File: src/rtl/bus_arbiter_pkg.sv
// -----------------------------------------------------------------------------
// bus_arbiter_pkg
//   Shared bus definitions used by the arbiter and its round-robin helper:
//   bus widths, owner encoding, active-low enable / direction constants,
//   default watchdog limit, and the per-master request/response bundles.
// -----------------------------------------------------------------------------
package bus_arbiter_pkg;

    localparam int WORD_ADDR_W   = 30;
    localparam int WORD_DATA_W   = 32;
    localparam int BUS_MASTER_CH = 4;

    typedef logic [WORD_ADDR_W-1:0] word_addr_t;
    typedef logic [WORD_DATA_W-1:0] word_data_t;

    // Owner index (BUS_OWNER_BUS)
    typedef logic [1:0] bus_owner_t;

    localparam bus_owner_t BUS_OWNER_M0 = 2'd0;
    localparam bus_owner_t BUS_OWNER_M1 = 2'd1;
    localparam bus_owner_t BUS_OWNER_M2 = 2'd2;
    localparam bus_owner_t BUS_OWNER_M3 = 2'd3;

    localparam logic [7:0] BUS_TIMEOUT_DEFAULT = 8'd255;

    // Active-low enable levels and bus direction encoding
    localparam logic ENABLE_  = 1'b0;
    localparam logic DISABLE_ = 1'b1;
    localparam logic READ     = 1'b1;
    localparam logic WRITE    = 1'b0;

    // Watchdog view: COUNT while below the limit, FORCE when the limit is hit.
    // Purely a decode of the wait counter; no state of its own.
    typedef enum logic {
        TO_COUNT = 1'b0,
        TO_FORCE = 1'b1
    } to_state_e;

    // Master -> shared bus request bundle
    typedef struct packed {
        word_addr_t addr;
        logic       as_n;
        logic       rw;
        word_data_t wr_data;
    } bus_req_t;

    // Shared bus -> master response bundle
    typedef struct packed {
        word_data_t rd_data;
        logic       rdy_n;
    } bus_rsp_t;

    // Active-low one-cold grant vector for a given owner.
    function automatic logic [BUS_MASTER_CH-1:0] owner_grant_n(input bus_owner_t owner);
        logic [BUS_MASTER_CH-1:0] onehot;
        onehot = BUS_MASTER_CH'(1) << owner;
        return ~onehot;
    endfunction

endpackage

File: src/rtl/bus_rr_next.sv
// -----------------------------------------------------------------------------
// bus_rr_next
//   Combinational round-robin next-owner selection.
//   The current owner keeps the bus while its request is asserted. Otherwise
//   the search starts at owner+1 and wraps; the first requester wins. With no
//   requester the current owner is kept (parking).
//
//   owner      : in  current owner index
//   req_n      : in  active-low requests, one bit per master
//   next_owner : out owner for the next cycle
// -----------------------------------------------------------------------------
module bus_rr_next
    import bus_arbiter_pkg::*;
(
    input  bus_owner_t               owner,
    input  logic [BUS_MASTER_CH-1:0] req_n,
    output bus_owner_t               next_owner
);

    logic [BUS_MASTER_CH-1:0]   req;
    logic [2*BUS_MASTER_CH-1:0] req2x;
    logic [2:0]                 shift;
    logic [BUS_MASTER_CH-2:0]   cand;

    always_comb begin
        req   = ~req_n;
        // Doubling the vector lets a plain slice rotate the requests so that
        // cand[0] is owner+1, cand[1] is owner+2, ...
        req2x = {req, req};
        shift = {1'b0, owner} + 3'd1;
        cand  = req2x[shift +: (BUS_MASTER_CH-1)];

        next_owner = owner;
        if (!req[owner]) begin
            // Walk from the farthest candidate down so the nearest one wins.
            for (int k = BUS_MASTER_CH-2; k >= 0; k--) begin
                if (cand[k]) begin
                    next_owner = owner + bus_owner_t'(k + 1);
                end
            end
        end
    end

endmodule

File: src/rtl/bus_arbiter.sv
// -----------------------------------------------------------------------------
// bus_arbiter
//   Four-master shared-bus arbiter and master multiplexer.
//   Round-robin ownership with registered active-low grants, a combinational
//   mux of the owner's address/control onto the shared bus, a combinational
//   return path of slave data/ready to the owner only, and a watchdog that
//   force-completes accesses the slave never acknowledges.
//
//   clk, reset_          : clock, asynchronous active-low reset
//   MnBusReq_ / Grnt_    : per-master request in / registered grant out
//   MnBusAddr/As_/RW/WrData : per-master access inputs
//   MnBusRdData / Rdy_   : per-master return path
//   BusAddr/As_/RW/WrData: shared bus, copied from the owner
//   SBusRdData / SBusRdy_: slave response
//   BusTimeout           : high in the cycle an access is force-completed
// -----------------------------------------------------------------------------
module bus_arbiter
    import bus_arbiter_pkg::*;
#(
    parameter logic [7:0] TIMEOUT = BUS_TIMEOUT_DEFAULT
) (
    input  logic        clk,
    input  logic        reset_,

    input  logic        M0BusReq_,
    output logic        M0BusGrnt_,
    input  logic [29:0] M0BusAddr,
    input  logic        M0BusAs_,
    input  logic        M0BusRW,
    input  logic [31:0] M0BusWrData,
    output logic [31:0] M0BusRdData,
    output logic        M0BusRdy_,

    input  logic        M1BusReq_,
    output logic        M1BusGrnt_,
    input  logic [29:0] M1BusAddr,
    input  logic        M1BusAs_,
    input  logic        M1BusRW,
    input  logic [31:0] M1BusWrData,
    output logic [31:0] M1BusRdData,
    output logic        M1BusRdy_,

    input  logic        M2BusReq_,
    output logic        M2BusGrnt_,
    input  logic [29:0] M2BusAddr,
    input  logic        M2BusAs_,
    input  logic        M2BusRW,
    input  logic [31:0] M2BusWrData,
    output logic [31:0] M2BusRdData,
    output logic        M2BusRdy_,

    input  logic        M3BusReq_,
    output logic        M3BusGrnt_,
    input  logic [29:0] M3BusAddr,
    input  logic        M3BusAs_,
    input  logic        M3BusRW,
    input  logic [31:0] M3BusWrData,
    output logic [31:0] M3BusRdData,
    output logic        M3BusRdy_,

    output logic [29:0] BusAddr,
    output logic        BusAs_,
    output logic        BusRW,
    output logic [31:0] BusWrData,

    input  logic [31:0] SBusRdData,
    input  logic        SBusRdy_,
    output logic        BusTimeout
);

    // ------------------------------------------------------------------
    // Pack per-master ports into arrays
    // ------------------------------------------------------------------
    logic     [BUS_MASTER_CH-1:0] req_n;
    bus_req_t [BUS_MASTER_CH-1:0] mreq;
    bus_rsp_t [BUS_MASTER_CH-1:0] mrsp;

    assign req_n   = {M3BusReq_, M2BusReq_, M1BusReq_, M0BusReq_};
    assign mreq[0] = {M0BusAddr, M0BusAs_, M0BusRW, M0BusWrData};
    assign mreq[1] = {M1BusAddr, M1BusAs_, M1BusRW, M1BusWrData};
    assign mreq[2] = {M2BusAddr, M2BusAs_, M2BusRW, M2BusWrData};
    assign mreq[3] = {M3BusAddr, M3BusAs_, M3BusRW, M3BusWrData};

    // ------------------------------------------------------------------
    // State
    // ------------------------------------------------------------------
    bus_owner_t               owner_q, owner_d, rr_owner;
    logic [7:0]               wait_cnt_q, wait_cnt_d;
    logic [BUS_MASTER_CH-1:0] grnt_q, grnt_d;

    bus_req_t  cur;
    logic      waiting;
    logic      force_end;
    to_state_e to_state;

    bus_rr_next u_rr_next (
        .owner      (owner_q),
        .req_n      (req_n),
        .next_owner (rr_owner)
    );

    always_comb begin
        cur       = mreq[owner_q];
        to_state  = (wait_cnt_q == TIMEOUT) ? TO_FORCE : TO_COUNT;
        // A slave ready in the limit cycle means the access is not waiting,
        // so real data wins over the forced termination.
        waiting   = (cur.as_n == ENABLE_) && (SBusRdy_ == DISABLE_);
        force_end = waiting && (to_state == TO_FORCE);

        owner_d = rr_owner;

        // Counter only survives a cycle in which the same owner keeps waiting
        // and no forced termination happened.
        if ((owner_d != owner_q) || !waiting || force_end) begin
            wait_cnt_d = '0;
        end else begin
            wait_cnt_d = wait_cnt_q + 8'd1;
        end

        // Grants are decoded from the next owner so the flop holds the
        // final active-low value and no decode sits after it.
        grnt_d = owner_grant_n(owner_d);
    end

    always_ff @(posedge clk or negedge reset_) begin
        if (!reset_) begin
            owner_q    <= BUS_OWNER_M0;
            wait_cnt_q <= '0;
            grnt_q     <= owner_grant_n(BUS_OWNER_M0);
        end else begin
            owner_q    <= owner_d;
            wait_cnt_q <= wait_cnt_d;
            grnt_q     <= grnt_d;
        end
    end

    // ------------------------------------------------------------------
    // Shared-bus mux: straight copy of the owner's request
    // ------------------------------------------------------------------
    assign BusAddr   = cur.addr;
    assign BusAs_    = cur.as_n;
    assign BusRW     = cur.rw;
    assign BusWrData = cur.wr_data;

    // Timeout pulse coincides with the forced ready, so it is decoded in the
    // same cycle rather than delayed through a flop.
    assign BusTimeout = force_end;

    // ------------------------------------------------------------------
    // Return path: only the owner sees the slave; others read idle values
    // ------------------------------------------------------------------
    for (genvar n = 0; n < BUS_MASTER_CH; n++) begin : g_rsp
        logic own;
        assign own = (owner_q == bus_owner_t'(n));
        assign mrsp[n].rd_data = (own && !force_end) ? SBusRdData : '0;
        // force_end implies SBusRdy_ is high, so masking pulls ready low.
        assign mrsp[n].rdy_n   = own ? (SBusRdy_ & ~force_end) : DISABLE_;
    end

    assign M0BusGrnt_  = grnt_q[0];
    assign M1BusGrnt_  = grnt_q[1];
    assign M2BusGrnt_  = grnt_q[2];
    assign M3BusGrnt_  = grnt_q[3];

    assign M0BusRdData = mrsp[0].rd_data;
    assign M1BusRdData = mrsp[1].rd_data;
    assign M2BusRdData = mrsp[2].rd_data;
    assign M3BusRdData = mrsp[3].rd_data;

    assign M0BusRdy_   = mrsp[0].rdy_n;
    assign M1BusRdy_   = mrsp[1].rdy_n;
    assign M2BusRdy_   = mrsp[2].rdy_n;
    assign M3BusRdy_   = mrsp[3].rdy_n;

endmodule

File: config.mk
export PLATFORM = sky130hd
export DESIGN_NAME = bus_arbiter
export DESIGN_NICKNAME = d
export VERILOG_FILES = /design/src/rtl/bus_arbiter_pkg.sv /design/src/rtl/bus_rr_next.sv /design/src/rtl/bus_arbiter.sv
export SDC_FILE = /design/constraint.sdc
export NUM_CORES = 1
export LEC_CHECK = 0
export BUFFER_PORTS_ARGS = -buffer_cell sky130_fd_sc_hd__buf_4
export CAP_MARGIN = 20
export CORE_AREA = 3 3 189 191
export CTS_CLUSTER_SIZE = 16
export DETAILED_ROUTE_END_ITERATION = 16
export DIE_AREA = 0 0 192 194
export GPL_TIMING_DRIVEN = 0
export PLACE_DENSITY = 0.34
export SLEW_MARGIN = 0
export SYNTH_ARGS = -nofsm -noshare
export SYNTH_HDL_FRONTEND = slang
export SYNTH_SLANG_ARGS = --single-unit
File: constraint.sdc
create_clock -name clk -period 2.5 [get_ports clk]
set_clock_uncertainty 0.05 [all_clocks]
set_input_delay 0.125 -clock clk [delete_from_list [all_inputs] [get_ports clk]]
set_output_delay 0.125 -clock clk [all_outputs]
set_load 0.005 [all_outputs]
==> flow_summary.json, run 1 <==
{
  "initial_utilization_pct": 10.0,
  "nets": 1129,
  "timing.rr.start": "owner_q[1]$_DFF_PN0_",
  "drv_slew": 0,
  "gr-usage-met1_pct": 16.3,
  "drtIter0Drc": 203,
  "grt_max_degree": 15,
  "ys_seq_elements": 14,
  "ios": 496,
  "clk_latency_ns": 0.24,
  "met2_usage_pct": 23.9,
  "period_needed_ns": 2.43,
  "finalSetupViolCount": 0,
  "clockPowerShare_pct": 5.6,
  "place_ws_ns": -0.301,
  "cts_buffer_depth": 2,
  "layout-drive-gt1-share_pct": 75.5,
  "place_area_um2": 7720,
  "diodes": 0,
  "totalPowerFinal_mw": 5.96,
  "seq_area_frac_synth_pct": 10.3,
  "wl_mm": 27.2,
  "cts_tree": "built",
  "drt_first_pass_iters": 4,
  "p_comb_share_pct": 88.7,
  "grt_pass1_vias": 5261,
  "grt_first_pass_wirelength_mm": 37.1,
  "rows": 68,
  "final_antenna_net_count": 0,
  "area_growth_pct": 132,
  "ys_warn_count": 0,
  "hold_violations": 0,
  "drc": 0,
  "mostFrequentLayoutCell": "buf_4",
  "cp-start-kind": "flop",
  "worst_pin_slew_ns": 0.466,
  "required_ns": 2.33,
  "die_y_um": 194,
  "grt.met3_usage_pct": 3.16,
  "gp_congestion": 0.913,
  "cts_buffers": 3,
  "vias_per_cell": 3.87,
  "startpoint": "owner_q[0]$_DFF_PN0_",
  "outcome": "completed",
  "syn_area_per_cell_um2": 10.7,
  "rsz0062_at_grt": "yes",
  "grt-ovfl-total": 0,
  "setup_ws_ns": 0.0685,
  "synth_area_leaders": "mux4_2 (42%), and3_1 (23%), dfrtp_1 (8.0%)",
  "grt_usage_pct": 13.2,
  "synth_edf_count": 0,
  "hpwl_mm": 24.0,
  "die_x_um": 192,
  "syn_inst": 322,
  "cp.arrival_ns": 2.26,
  "relSlewSlack_pct": 69.0,
  "fin_util_pct": 23.2,
  "coreArea_um2": 34300,
  "p_int_mw": 3.55,
  "path_max_fanout": 10,
  "pwr_density_cell_nw_per_um2": 748,
  "maxCapViolations": 0,
  "cp-end-kind": "output port",
  "avgRoutedWirePerCell_um": 21.2,
  "fillers": 3803,
  "p_leak_nw": 4.23,
  "antenna_found_initial": 1,
  "ff2ff_path_depth": 7,
  "cts_sinks": 14,
  "hp-class": "input pin to asynchronous set/reset pin",
  "finalCritPeriodShare_pct": 97.3,
  "fmax_mhz": 411,
  "clk_pin_slew_ns": 0.05,
  "whs_ns": 0.233,
  "vias": 4969,
  "syn-cell-area_um2": 3440,
  "dieArea_um2": 37200,
  "crit_type": "flop to output port",
  "htreeDepth": 1,
  "r2r_setup_slack_ns": 0.15,
  "sw_frac_of_total_pct": 40.4,
  "ys_async_sr_fraction_pct": 100,
  "p_seq_share_pct": 5.7,
  "synth_top_area_share_pct": 42.0,
  "io_buffers": 495,
  "r2r-end": "wait_cnt_q[6]$_DFF_PN0_",
  "root_buffer": "clkbuf_16",
  "switchingPower_mw": 2.41,
  "synthFlopType": "dfrtp_1",
  "synth_nets": 622,
  "synth_top_cell_by_area": "mux4_2",
  "peakVddDrop_mv": 0.287,
  "synth.distinct_cells": 38,
  "grt_busiest_layer": "met2",
  "fin_area_um2": 7970,
  "mostFrequentLayoutCells": "buf_4 (508), and3_1 (120), mux4_2 (64)"
}
==> how the worst max path moves through the flow <==
stage | to | slack (ns) | cells after the start
CTS | M2BusRdData[5] | -0.01 | 7
finish | M1BusRdData[8] | 0.07 | 7
floorplan | wait_cnt_q[2]$_DFF_PN0_ | 0.39 | 6
global route | M3BusRdData[12] | -0.05 | 7
global placement | BusAddr[26] | -0.35 | 5
detailed placement | BusAddr[26] | -0.30 | 5
==> registers in the layout, indices dropped and copies added, names as in the netlist <==
signal      cells
grnt_q          4
owner_q         2
wait_cnt_q      8
==> worst max-delay path: stages (launching register included) <==
cell and delay [ns]:
dfrtp_2 0.43, mux4_2 0.57, nor2b_4 0.17, nand4_4 0.16, buf_12 0.20, buf_6 0.14
and3_1 0.20, buf_4 0.14
==> power by group through the flow <==
stage | clock network, mW | logic [mW] | registers [mW]
2_1_floorplan | 0 | 2.48 | 0.331
3_3_place_gp | 0 | 5.30 | 0.353
3_5_place_dp | 0 | 5.23 | 0.350
4_1_cts | 0.344 | 5.35 | 0.346
5_1_grt | 0.358 | 5.75 | 0.349
6_report | 0.332 | 5.29 | 0.340
==> synthesized netlist by cell type (all sizes together) (2+ instances only) <==
cell type and number:
and3 129, o2bb2ai 2, inv 5, xnor2 5, nor3b 2, nor3 7
clkbuf 20, dfrtp 11, xor2 2, dfstp 3, nand2 12, mux2i 2
nor2 6, nand3 4, a211oi 3, mux4 65, nand2b 2, buf 22
ha 5
==> per-stage QoR <==
stage	setup TNS, ns	cells
floorplan	0	322
detailed placement	-12.17	1272
global route	-1.44	1283
finish	0	1283
CTS	-0.0335	1281
global placement	-16.55	1272
==> routing by layer <==
layer	vias up	routed length (µm)
met5	-	0
met1	2364	10700
met2	276	13700
met3	12	2550
met4	0	243
li1	2317	-
==> kinds of logic after synthesis <==
| kind of cell | Yosys count | synth area share [%] |
|---|---|---|
| AOI/OAI and AO/OA | 13 | 4.01 |
| adders and majority gates | 5 | 1.82 |
| DFF | 14 | 10.3 |
| and+or+nand+nor | 169 | 30.5 |
| muxes | 67 | 43.3 |
| xor gates and xnor gates | 7 | 1.78 |
| buffers and inverters | 47 | 8.30 |
==> area by class of cell <==
cell class	count	area (µm²)	area share (%)
Sequential cell	14	355	4.46
Timing Repair Buffer	502	3770	47.3
Tap cell	455	569	7.15
Clock buffer	4	88.8	1.11
Buffer	42	314	3.94
Multi-Input combinational cell	261	2850	35.8
Inverter	5	18.8	0.236
==> timing repair <==
item,in CTS,in global routing
pin swaps,1,1
cloned,0,0
gates resized for setup,16,25
setup endpoints to repair,200,143
endpoints found under the hold margin,14,0
buffers inserted,4,2
hold buffers,1,0
Power figures use the tool's default switching activity.
==> inputs of run 2 (changes only) <==
--- a/config.mk
+++ b/config.mk
@@ -7,13 +7,14 @@
 export LEC_CHECK = 0
 export BUFFER_PORTS_ARGS = -buffer_cell sky130_fd_sc_hd__buf_4
 export CAP_MARGIN = 20
-export CORE_AREA = 3 3 189 191
+export CORE_AREA = 3 3 191 193
 export CTS_CLUSTER_SIZE = 16
 export DETAILED_ROUTE_END_ITERATION = 16
-export DIE_AREA = 0 0 192 194
+export DIE_AREA = 0 0 194 196
 export GPL_TIMING_DRIVEN = 0
 export PLACE_DENSITY = 0.34
 export SLEW_MARGIN = 0
 export SYNTH_ARGS = -nofsm -noshare
 export SYNTH_HDL_FRONTEND = slang
+export SYNTH_HIERARCHICAL = 1
 export SYNTH_SLANG_ARGS = --single-unit
==> flow_summary.json, run 2 <==
{
  "outcome": "completed",
  "synthFlopType": "dfrtp_1",
  "cp-end-kind": "output port",
  "die_x_um": 194,
  "grt_usage_pct": 16.1,
  "synthTopCellsByCount": "nand2_1 (138), a21oi_1 (129), mux4_2 (63)",
  "gp_congestion": 0.878,
  "dieArea_um2": 38000,
  "crit_buf_inv": 4,
  "grt_first_pass_wirelength_mm": 45.2,
  "syn_inst": 462,
  "cp-start-kind": "flop",
  "peakVddDrop_mv": 0.278,
  "finalSetupViolCount": 0,
  "nets": 1259,
  "maxCapViolations": 0,
  "drv_slew": 0,
  "syn-cell-area_um2": 3730,
  "grt_max_degree": 15,
  "synth_nets": 758,
  "path_max_fanout": 10,
  "setup_tns_ns": 0,
  "relSlewSlack_pct": 48.8,
  "grt-ovfl-total": 0,
  "vias_per_cell": 4.12,
  "hpwl_mm": 29.4,
  "path_common_cell": "buf_6",
  "syn_area_per_cell_um2": 8.08,
  "crit_type": "flop to output port",
  "io_buffers": 495,
  "rsz0062_at_grt": "no",
  "largest_reg_flops": 8,
  "ys_async_sr_fraction_pct": 100,
  "mostFrequentLayoutCells": "buf_4 (510), nand2_1 (138), a21oi_1 (129)",
  "die_y_um": 196,
  "drtIter0Drc": 393,
  "clk_pin_slew_ns": 0.05,
  "hold_violations": 0,
  "coreArea_um2": 34700,
  "drt_first_pass_iters": 4,
  "reg_top3": "wait_cnt_q: 8 flops, grnt_q: 4 flops, owner_q: 2 flops",
  "ys_seq_elements": 14,
  "slowest_delay_ns": 0.61,
  "whs_ns": 0.0996,
  "root_buffer": "clkbuf_16",
  "rows": 68,
  "cp.arrival_ns": 2.16,
  "htreeDepth": 1,
  "required_ns": 2.33,
  "mostFrequentLayoutCell": "buf_4",
  "area_growth_pct": 118,
  "clk_latency_ns": 0.24,
  "pwr_density_cell_nw_per_um2": 562,
  "ios": 496,
  "p_leak_nw": 3.94,
  "diodes": 0,
  "drc": 0,
  "finalCritPeriodShare_pct": 93.4,
  "initial_utilization_pct": 10.8,
  "synth_top_area_share_pct": 38.0,
  "vias": 5843,
  "cts_tree": "built",
  "cp_slowest_cell": "mux4_2",
  "setup_ws_ns": 0.166,
  "cts_buffer_depth": 2,
  "post_cts_buffers": 0,
  "layout-drive-gt1-share_pct": 65.5,
  "wl_mm": 33.2,
  "grt_pass1_vias": 5879,
  "place_ws_ns": 0.243,
  "cts_buffers": 3,
  "worst_pin_slew_ns": 0.765,
  "synth.distinct_cells": 39,
  "period_needed_ns": 2.33,
  "synth_edf_count": 0,
  "hp-class": "input pin to flop",
  "cp_top_family": "buffers and inverters",
  "avgRoutedWirePerCell_um": 23.4,
  "seq_area_frac_synth_pct": 9.48,
  "top_register": "wait_cnt_q",
  "final_antenna_net_count": 0,
  "synth_most_common_cell": "nand2_1",
  "cts_sinks": 14,
  "synth_top_cell_by_area": "mux4_2",
  "fmax_mhz": 428,
  "antenna_found_initial": 10,
  "ys_warn_count": 6,
  "worstPathCellList": "buf_2 -> buf_6 -> buf_6 -> mux4_2 -> buf_4",
  "synth_area_leaders": "mux4_2 (38%), a21oi_1 (17%), nand2_1 (14%)"
}
run 2: changes by cell type after synthesis, moves of 4 or more:
cell / change
buf_4: +16
nand2_1: +126
buf_2: +21
buf_6: -8
ha_1: -4
o31ai_1: +5
a21oi_1: +128
and3_1: -129
o21ai_0: +5
clkbuf_1: -11
run 2: cell type report:
| cell class | count | area, µm² |
|---|---|---|
| fill | 3944 | 26600 |
| timing repair buffer | 496 | 3730 |
| multi-input combinational | 386 | 3020 |
| tap | 455 | 569 |
| buffer | 60 | 375 |
| sequential | 14 | 354 |
| clock buffer | 4 | 88.8 |
| inverter | 2 | 7.51 |
run 2: through the flow:
stage | area [µm²] | util (%) | total power [mW] | cells
3_3_place_gp | 8020 | 23.1 | 4.33 | 1412
4_1_cts | 8120 | 23.4 | 4.65 | 1417
6_report | 8150 | 23.5 | 4.58 | 1417
3_5_place_dp | 8020 | 23.1 | 4.30 | 1412
5_1_grt | 8150 | 23.5 | 4.92 | 1417
2_1_floorplan | 3730 | - | 2.13 | 462
run 2: what timing repair did:
item,in CTS,in global routing
gates resized for setup,1,11
cloned,0,0
setup endpoints to repair,8,110
hold endpoints to repair,14,0
hold buffers,1,0
run 2: path summary, 6_finish.rpt:
path                                              start                      end  slack, ns  cells past startpoint
worst min-delay path                          M1BusReq_     owner_q[0]$_DFF_PN0_        0.1                      2
worst min register to register  wait_cnt_q[0]$_DFF_PN0_  wait_cnt_q[0]$_DFF_PN0_       0.45                      1
worst max register to register     owner_q[1]$_DFF_PN0_  wait_cnt_q[6]$_DFF_PN0_       0.36                      6
max in group asynchronous                        reset_      grnt_q[2]$_DFF_PN1_       1.94                      2
worst max-delay path               owner_q[0]$_DFF_PN0_               BusAddr[7]       0.17                      5
min in group asynchronous                        reset_      grnt_q[0]$_DFF_PN0_       0.22                      2
run 2: kinds of logic after synthesis:
group	synth area share, %
and+or+nand+nor	18.2
AOI/OAI and AO/OA	22.2
muxes	38.8
buffers and inverters	9.85
DFF	9.48
xor gates and xnor gates	1.17
adders and majority gates	0.335
run 2: metal layers:
metal / vias up / track usage, % / share of wire, %
met5: - / 0 / 0.39
met4: 18 / 0.798 / 0.54
met3: 26 / 5.56 / 8.5
met2: 272 / 29.2 / 52
met1: 2809 / 19.4 / 39
li1: 2718 / - / -
run 2: report_power, final:
group          switching (mW)  total (mW)  leakage, nW  internal (mW)
clock                  0.0975       0.340       0.0442          0.243
sequential             0.0252       0.293        0.177          0.268
combinational            1.85        3.94         3.72           2.09
total                    1.97        4.58         3.94           2.61
==> inputs of run 3 (changes only) <==
--- a/config.mk
+++ b/config.mk
@@ -7,12 +7,14 @@
 export LEC_CHECK = 0
 export BUFFER_PORTS_ARGS = -buffer_cell sky130_fd_sc_hd__buf_4
 export CAP_MARGIN = 20
-export CORE_AREA = 3 3 191 193
+export CELL_PAD_IN_SITES_DETAIL_PLACEMENT = 0
+export CELL_PAD_IN_SITES_GLOBAL_PLACEMENT = 2
+export CORE_AREA = 3 3 194 196
 export CTS_CLUSTER_SIZE = 16
 export DETAILED_ROUTE_END_ITERATION = 16
-export DIE_AREA = 0 0 194 196
+export DIE_AREA = 0 0 197 199
 export GPL_TIMING_DRIVEN = 0
-export PLACE_DENSITY = 0.34
+export PLACE_DENSITY = 0.62
 export SLEW_MARGIN = 0
 export SYNTH_ARGS = -nofsm -noshare
 export SYNTH_HDL_FRONTEND = slang
==> flow_summary.json, run 3 (synthesized netlist as in run 2, its figures left out) <==
{
  "hpwl_mm": 28.6,
  "cts_tree": "built",
  "path_common_cell": "buf_4",
  "rows": 70,
  "drt_first_pass_iters": 4,
  "outcome": "completed",
  "mostFrequentLayoutCells": "buf_4 (513), nand2_1 (138), a21oi_1 (129)",
  "vias_per_cell": 4.02,
  "nets": 1259,
  "initial_utilization_pct": 10.3,
  "hp-class": "input pin to flop",
  "htreeDepth": 1,
  "relSlewSlack_pct": 51.2,
  "setup_tns_ns": 0,
  "cp-start-kind": "flop",
  "rsz0062_at_grt": "no",
  "p_seq_share_pct": 6.5,
  "maxCapViolations": 0,
  "die_y_um": 199,
  "fin_area_um2": 8170,
  "vias": 5756,
  "grt_max_degree": 15,
  "mostFrequentLayoutCell": "buf_4",
  "top_register": "wait_cnt_q",
  "grt_usage_pct": 15.3,
  "cp_slowest_cell": "mux4_2",
  "gp_congestion": 0.888,
  "cts_buffer_depth": 2,
  "root_buffer": "clkbuf_16",
  "clk_latency_ns": 0.24,
  "cp.arrival_ns": 2.18,
  "fmax_mhz": 424,
  "fillers": 4096,
  "antenna_found_initial": 13,
  "cts_sinks": 14,
  "crit_type": "flop to output port",
  "drc": 0,
  "largest_reg_flops": 8,
  "die_x_um": 197,
  "p_comb_share_pct": 86.2,
  "finalCritPeriodShare_pct": 94.3,
  "fin_util_pct": 22.5,
  "final_antenna_net_count": 0,
  "period_needed_ns": 2.36,
  "drtIter0Drc": 210,
  "p_leak_nw": 3.95,
  "place_area_um2": 8040,
  "io_buffers": 495,
  "area_growth_pct": 119,
  "crit_buf_inv": 4,
  "switchingPower_mw": 1.97,
  "drv_slew": 0,
  "peakVddDrop_mv": 0.246,
  "sw_frac_of_total_pct": 43.0,
  "grt-ovfl-total": 0,
  "hold_violations": 0,
  "p_int_mw": 2.60,
  "slowest_delay_ns": 0.59,
  "clockPowerShare_pct": 7.3,
  "dieArea_um2": 39200,
  "cts_buffers": 3,
  "cp_top_family": "buffers and inverters",
  "finalSetupViolCount": 0,
  "cp-end-kind": "output port",
  "required_ns": 2.33,
  "avgRoutedWirePerCell_um": 22.5,
  "grt_pass1_vias": 6015,
  "pwr_density_cell_nw_per_um2": 560,
  "worst_pin_slew_ns": 0.729,
  "worstPathCellList": "buf_2 -> buf_6 -> buf_4 -> mux4_2 -> buf_4",
  "grt_first_pass_wirelength_mm": 43.8,
  "reg_top3": "wait_cnt_q: 8 flops, grnt_q: 4 flops, owner_q: 2 flops",
  "clk_pin_slew_ns": 0.05,
  "path_max_fanout": 10,
  "layout-drive-gt1-share_pct": 65.8,
  "ios": 496,
  "wl_mm": 32.3,
  "coreArea_um2": 36300
}
## run 3: area by class of cell
cell class | instances | area, µm² | share of cell area (%)
repair buffers | 496 | 3730 | 45.6
multi-input cells | 386 | 3020 | 37.0
well taps | 468 | 586 | 7.17
plain buffers | 60 | 372 | 4.55
flip-flops and latches | 14 | 355 | 4.35
clock buffers | 4 | 88.8 | 1.09
inverters | 2 | 7.51 | 0.0919
diodes | 3 | 7.51 | 0.0919
## run 3: worst paths after layout
kind	start	endpoint	slack (ns)	cells past startpoint
min reg2reg	wait_cnt_q[0]$_DFF_PN0_	wait_cnt_q[0]$_DFF_PN0_	0.45	1
max reg2reg	owner_q[1]$_DFF_PN0_	wait_cnt_q[6]$_DFF_PN0_	0.32	6
min	M1BusReq_	owner_q[0]$_DFF_PN0_	0.09	2
max in group asynchronous	reset_	grnt_q[1]$_DFF_PN1_	1.94	2
max	owner_q[0]$_DFF_PN0_	BusAddr[6]	0.14	5
min in group asynchronous	reset_	owner_q[0]$_DFF_PN0_	0.22	2
## run 3: metal layers
metal / vias up / wire, µm / global-route usage, %
met5: - / 148 / 0
met4: 20 / 222 / 1.45
met3: 28 / 2720 / 4.98
met2: 245 / 16000 / 27.1
met1: 2748 / 13200 / 18.9
li1: 2715 / - / -
## run 3: power by group through the flow
stage          Sequential, mW  Combinational [mW]  Clock, mW
6_report                0.299                3.94      0.332
5_1_grt                 0.306                4.26      0.350
4_1_cts                 0.297                4.02      0.346
3_5_place_dp            0.298                4.01          0
3_3_place_gp            0.298                4.02          0
2_1_floorplan           0.295                1.84          0
## run 3: what timing repair did
action                                 CTS  global route
buffers inserted                         0             0
hold buffers                             1             0
setup endpoints to repair               26            20
endpoints found under the hold margin   14             0
gates resized for setup                  5             9
## run 3: metrics by stage
step	cells	power (mW)	hold slack (ns)	setup WS, ns
finish	1433	4.57	0.0928	0.142
global route	1432	4.91	0.111	0.00756
CTS	1430	4.66	0.0872	0.0891
detailed placement	1425	4.30	-0.0596	0.147
global placement	1425	4.32	-0.0597	0.187
floorplan	462	2.13	-0.221	0.784
